`config.mk`:
```
export PLATFORM = sky130hd
export DESIGN_NAME = flags_rx_scheduler
export DESIGN_NICKNAME = d
export VERILOG_FILES = /design/src/rtl/flags_sched_pkg.sv /design/src/rtl/flags_rx_scheduler.sv
export SDC_FILE = /design/constraint.sdc
export NUM_CORES = 1
export LEC_CHECK = 0
export CAP_MARGIN = 15
export CELL_PAD_IN_SITES_DETAIL_PLACEMENT = 1
export CELL_PAD_IN_SITES_GLOBAL_PLACEMENT = 2
export CORE_UTILIZATION = 22
export DETAILED_ROUTE_END_ITERATION = 10
export PLACE_DENSITY_LB_ADDON = 0.3
export SYNTH_ARGS = -nofsm -noshare
export SYNTH_HDL_FRONTEND = slang
export SYNTH_SLANG_ARGS = --single-unit
```
`constraint.sdc`:
```
create_clock -name clk -period 1.2 [get_ports clk]
set_input_delay 0.18 -clock clk [delete_from_list [all_inputs] [get_ports clk]]
set_output_delay 0.18 -clock clk [all_outputs]
set_load 0.02 [all_outputs]
```
`src/rtl/flags_sched_pkg.sv`:
```
// Shared types for the receive-side flags scheduler: FSM state encoding and
// the channel-count derivation from the flag address width.
package flags_sched_pkg;

  typedef enum logic [1:0] {
    StInit,
    StScan,
    StGrant,
    StClear
  } state_e;

  function automatic int unsigned num_channels(input int unsigned addr_width);
    return 32'd1 << addr_width;
  endfunction

endpackage

```
`src/rtl/flags_rx_scheduler.sv`:
```
// Receive-side flags controller: clears the reset-less flags file after reset, sets
// flags on arrivals, polls them round-robin and offers each set flag to the core.
module flags_rx_scheduler
  import flags_sched_pkg::*;
#(
  parameter int unsigned ADDR_WIDTH_RF = 1
) (
  input  logic                     clk,
  input  logic                     reset,
  input  logic                     rx_valid,
  input  logic [ADDR_WIDTH_RF-1:0] rx_channel,
  output logic                     rx_ready,
  output logic                     flag_rx_write_enable,
  output logic [ADDR_WIDTH_RF-1:0] flag_address_1,
  output logic                     flag_rtr_write_enable,
  output logic [ADDR_WIDTH_RF-1:0] flag_address_2,
  output logic [ADDR_WIDTH_RF-1:0] flag_address_3,
  input  logic                     flag_read_data,
  output logic                     service_req,
  output logic [ADDR_WIDTH_RF-1:0] service_channel,
  input  logic                     service_ack,
  output logic                     init_done
);

  localparam int unsigned N = num_channels(ADDR_WIDTH_RF);
  localparam logic [ADDR_WIDTH_RF-1:0] LastCh = ADDR_WIDTH_RF'(N - 1);
  localparam logic [ADDR_WIDTH_RF-1:0] One    = ADDR_WIDTH_RF'(1);

  state_e                   state_q, state_d;
  logic [ADDR_WIDTH_RF-1:0] init_ptr_q, init_ptr_d;
  logic [ADDR_WIDTH_RF-1:0] poll_ptr_q, poll_ptr_d;
  logic [ADDR_WIDTH_RF-1:0] cur_q, cur_d;
  logic                     init_done_q, init_done_d;
  logic                     clear_conflict;

  // Receive path is purely combinational and gated only by sweep completion.
  assign rx_ready             = init_done_q;
  assign flag_rx_write_enable = rx_valid & rx_ready;
  assign flag_address_1       = rx_channel;
  assign flag_address_3       = poll_ptr_q;
  assign service_req          = (state_q == StGrant);
  assign service_channel      = cur_q;
  assign init_done            = init_done_q;

  // A fresh arrival on the channel being cleared must win over the clear.
  assign clear_conflict = flag_rx_write_enable && (rx_channel == cur_q);

  always_comb begin
    state_d               = state_q;
    init_ptr_d            = init_ptr_q;
    poll_ptr_d            = poll_ptr_q;
    cur_d                 = cur_q;
    init_done_d           = init_done_q;
    flag_rtr_write_enable = 1'b0;
    flag_address_2        = cur_q;

    unique case (state_q)
      StInit: begin
        flag_rtr_write_enable = ~reset;
        flag_address_2        = init_ptr_q;
        init_ptr_d            = init_ptr_q + One;
        if (init_ptr_q == LastCh) begin
          state_d     = StScan;
          init_done_d = 1'b1;
        end
      end
      StScan: begin
        if (flag_read_data) begin
          cur_d   = poll_ptr_q;
          state_d = StGrant;
        end else begin
          poll_ptr_d = poll_ptr_q + One;
        end
      end
      StGrant: begin
        if (service_ack) begin
          state_d = StClear;
        end
      end
      StClear: begin
        if (clear_conflict) begin
          state_d = StGrant;
        end else begin
          flag_rtr_write_enable = 1'b1;
          poll_ptr_d            = cur_q + One;
          state_d               = StScan;
        end
      end
      default: state_d = StInit;
    endcase
  end

  always_ff @(posedge clk or posedge reset) begin
    if (reset) begin
      state_q     <= StInit;
      init_ptr_q  <= '0;
      poll_ptr_q  <= '0;
      cur_q       <= '0;
      init_done_q <= 1'b0;
    end else begin
      state_q     <= state_d;
      init_ptr_q  <= init_ptr_d;
      poll_ptr_q  <= poll_ptr_d;
      cur_q       <= cur_d;
      init_done_q <= init_done_d;
    end
  end

endmodule

```
==> out/results.tsv <==
stage	metric	value	unit
outcome	run status	complete, but fails checks	
outcome	failing checks	setup timing	
logic_synthesis	largest cells by area after synthesis	dfrtp_1, ha_1, a21oi_1	
finish	Syn-to-layout area delta	93.3	%
placement	Placer Congestion	0.694	
clocking	depth of the CTS H-tree	1	
die	Die Wd	47.1	um
finish	nets	94	
detailed_routing	met3 wire length	57	um
power_and_ir_drop	P per Cell Area	2900	nW/um2
global_routing	number of global-route vias before repair	496	
logic_synthesis	Post-Syn Area	447	um2
placement	Final HPWL DP	1100	um
finish	post-layout util	47.4	%
detailed_routing	Top Layer Used	met4	
finish	design area	863	um2
global_routing	first-pass GRT wire length	2250	um
clocking	CTS Hold Bufs	0	
clocking	CTS Buf Count	3	
critical_path	R2R depth	7	
critical_path	kind of critical path	reg2out	
finish	number of fill cells	215	
sta	FMAX	657	MHz
sta	Slew headroom	84.8	%
clocking	CTS tree	done	
die	Initial Utilization	24.5	%
global_routing	total grt overflow	0	
logic_synthesis	async set or reset register ratio after synthesis	100	%
logic_synthesis	Synth top cells by count	dfrtp_1, ha_1, nand2_1, a21oi_1, inv_1	
logic_synthesis	leading area contributor after synthesis	dfrtp_1	
logic_synthesis	YS warnings	0	
detailed_routing	Antenna Violating Nets Remaining	0	
power_and_ir_drop	VDD IR max	0.00125	V
logic_synthesis	Synth cell types	25	
detailed_routing	met1 WL	522	um
die	die area	2210	um2
critical_path	Startpoint Class	register	
sta	final period utilization	127	%
critical_path	Setup crit end kind	output pin	
critical_path	Crit Path Max Fanout	3	
clocking	Clock Latency Late Sink	0.26	ns
critical_path	r2r endpoint	state_q[0]	
detailed_routing	metal2 WL	788	um
logic_synthesis	top cell type's share of synthesized area	33.6	%
clocking	Max Buffers Root-to-Sink	2	
sta	setup violators final	7	
sta	RSZ-0062 raised after global routing	yes	
detailed_routing	routed wire length	1380	um
power_and_ir_drop	Tot Pwr	0.00251	W
placement	Setup WS pre-CTS	-0.763	ns
logic_synthesis	Synth Instances	45	
die	Cell Rows	15	
power_and_ir_drop	Leak	0.382	nW
clocking	clk sinks	6	
worst_hold_path	worst hold path type	in2async	
sta	Slew @ Worst Pin	0.226	ns
detailed_routing	DR vias	456	
global_routing	largest net degree at the start of global routing	7	
logic_synthesis	EDFF count, synth	0	
detailed_routing	First-pass DRT Iterations	2	
sta	worst setup margin	-0.322	ns
die	core area	1820	um2
critical_path	Worst EP required	1.02	ns
logic_synthesis	Seq/Total Area, Yosys	33.6	%
run	maxcap violations	0	
sta	final slew viol count	0	
finish	# diodes	0	
detailed_routing	Routed WL per cell	12.9	um
placement	IO Port Bufs	14	
logic_synthesis	ys flop type	dfrtp_1	
global_routing	initial antenna violation count	0	
logic_synthesis	Avg Inst Size Synth	9.93	um2
global_routing	overall routing resource usage	15.3	%
clocking	Worst-path clk slew	0.06	ns
logic_synthesis	syn_nets	56	
sta	Hold Vio Cnt, Final	0	
detailed_routing	Starting DRT DRC Count	3	
sta	crit path time final	1.52	ns
critical_path	Critical Path AT	1.34	ns
finish	layout cells sized above 1	62.2	%
die	die height	47.1	um
detailed_routing	DRC viols	0	
sta	Worst Skew	0.00632	ns
clocking	Root Driver	clkbuf_4	
logic_synthesis	most frequent cell after synthesis	dfrtp_1	
detailed_routing	Vias/cell	4.26	
die	I/O pin total	15	
critical_path	Worst R2R Setup Slack	-0.27	ns
critical_path	Reg-to-Reg Start	state_q[0]	
placement	placed inst area	792	um2
logic_synthesis	post-synthesis sequential element count	6	
[worst max-delay path, cell delays in order, from the launching register on]
cell and delay, ns:
dfrtp_1 0.40, inv_2 0.10, ha_4 0.15, mux2_4 0.30, buf_6 0.13
[cell usage in the layout (no fill, tap or decap), drive strengths merged, types with 2 or more instances in the layout]
cell           count
clkdlybuf4s50      5
buf               28
a21oi              4
nor2b              3
inv                3
nand2              5
dfrtp              6
and2               2
ha                 5
clkbuf             5
o21ai              2
[kinds of logic (layout without fill, tap and decap cells)]
logic type | count (synthesis) | count (layout) | share of synthesized area [%]
AND/OR/NAND/NOR | 16 | 16 | 24.1
AO/OA/AOI/OAI | 9 | 9 | 13.7
flip-flops | 6 | 6 | 33.6
adder cells (fa/ha/maj) | 5 | 5 | 14.0
buffers and inverters | 5 | 42 | 5.88
XOR/XNOR | 2 | 2 | 3.92
multiplexers | 2 | 2 | 4.76
[state kept, by name (all words and copies together), names as in the netlist]
register / cells
flag_address_3: 1
init_done: 1
state_q: 2
service_channel: 1
init_ptr_q: 1
[how the worst max path moves through the flow]
stage                          startpoint                    end  slack [ns]  depth (start not counted)
after floorplan           service_channel  flag_rtr_write_enable       -0.12                          4
after global placement         rx_channel  flag_rtr_write_enable       -0.77                          6
after detailed placement       rx_channel  flag_rtr_write_enable       -0.76                          6
after CTS                      state_q[1]         flag_address_2       -0.33                          4
after global routing           state_q[1]         flag_address_2       -0.38                          4
final                          state_q[1]         flag_address_2       -0.32                          4
[power by group]
group / internal, W / switching, W
registers: 0.000298 / 0.0000663
clock network: 0.000128 / 0.0000966
logic: 0.00106 / 0.000853
[per-stage QoR]
stage | setup TNS [ns] | hold slack (ns) | instances
2_1_floorplan | -0.395 | -0.0208 | 45
3_3_place_gp | -3.12 | 0.509 | 98
3_5_place_dp | -3.26 | 0.522 | 98
4_1_cts | -1.54 | 0.260 | 106
5_1_grt | -1.97 | 0.270 | 107
6_report | -1.54 | 0.253 | 107
[layout make-up]
type / instances / area, um2 / area share (%)
multi-input cells: 34 / 368 / 42.6
repair buffers: 35 / 275 / 31.9
flip-flops and latches: 6 / 151 / 17.5
well taps: 25 / 31.3 / 3.62
clock buffers: 4 / 26.3 / 3.04
inverters: 3 / 11.3 / 1.30
[layer usage]
metal | global-route usage [%] | vias to the layer above
li1 | - | 226
met1 | 15.6 | 217
met2 | 29.2 | 10
met3 | 2.31 | 3
met4 | 8.57 | 0
met5 | 0 | -
[timing repair]
item                                   in CTS  in global routing
endpoints found under the hold margin       0                  0
cloned                                      0                  0
resized for setup                          41                  2
buffers inserted                            4                  1
setup endpoints to repair                  12                  8
pin swaps                                   6                  0
(Power assumes the default switching activity.)
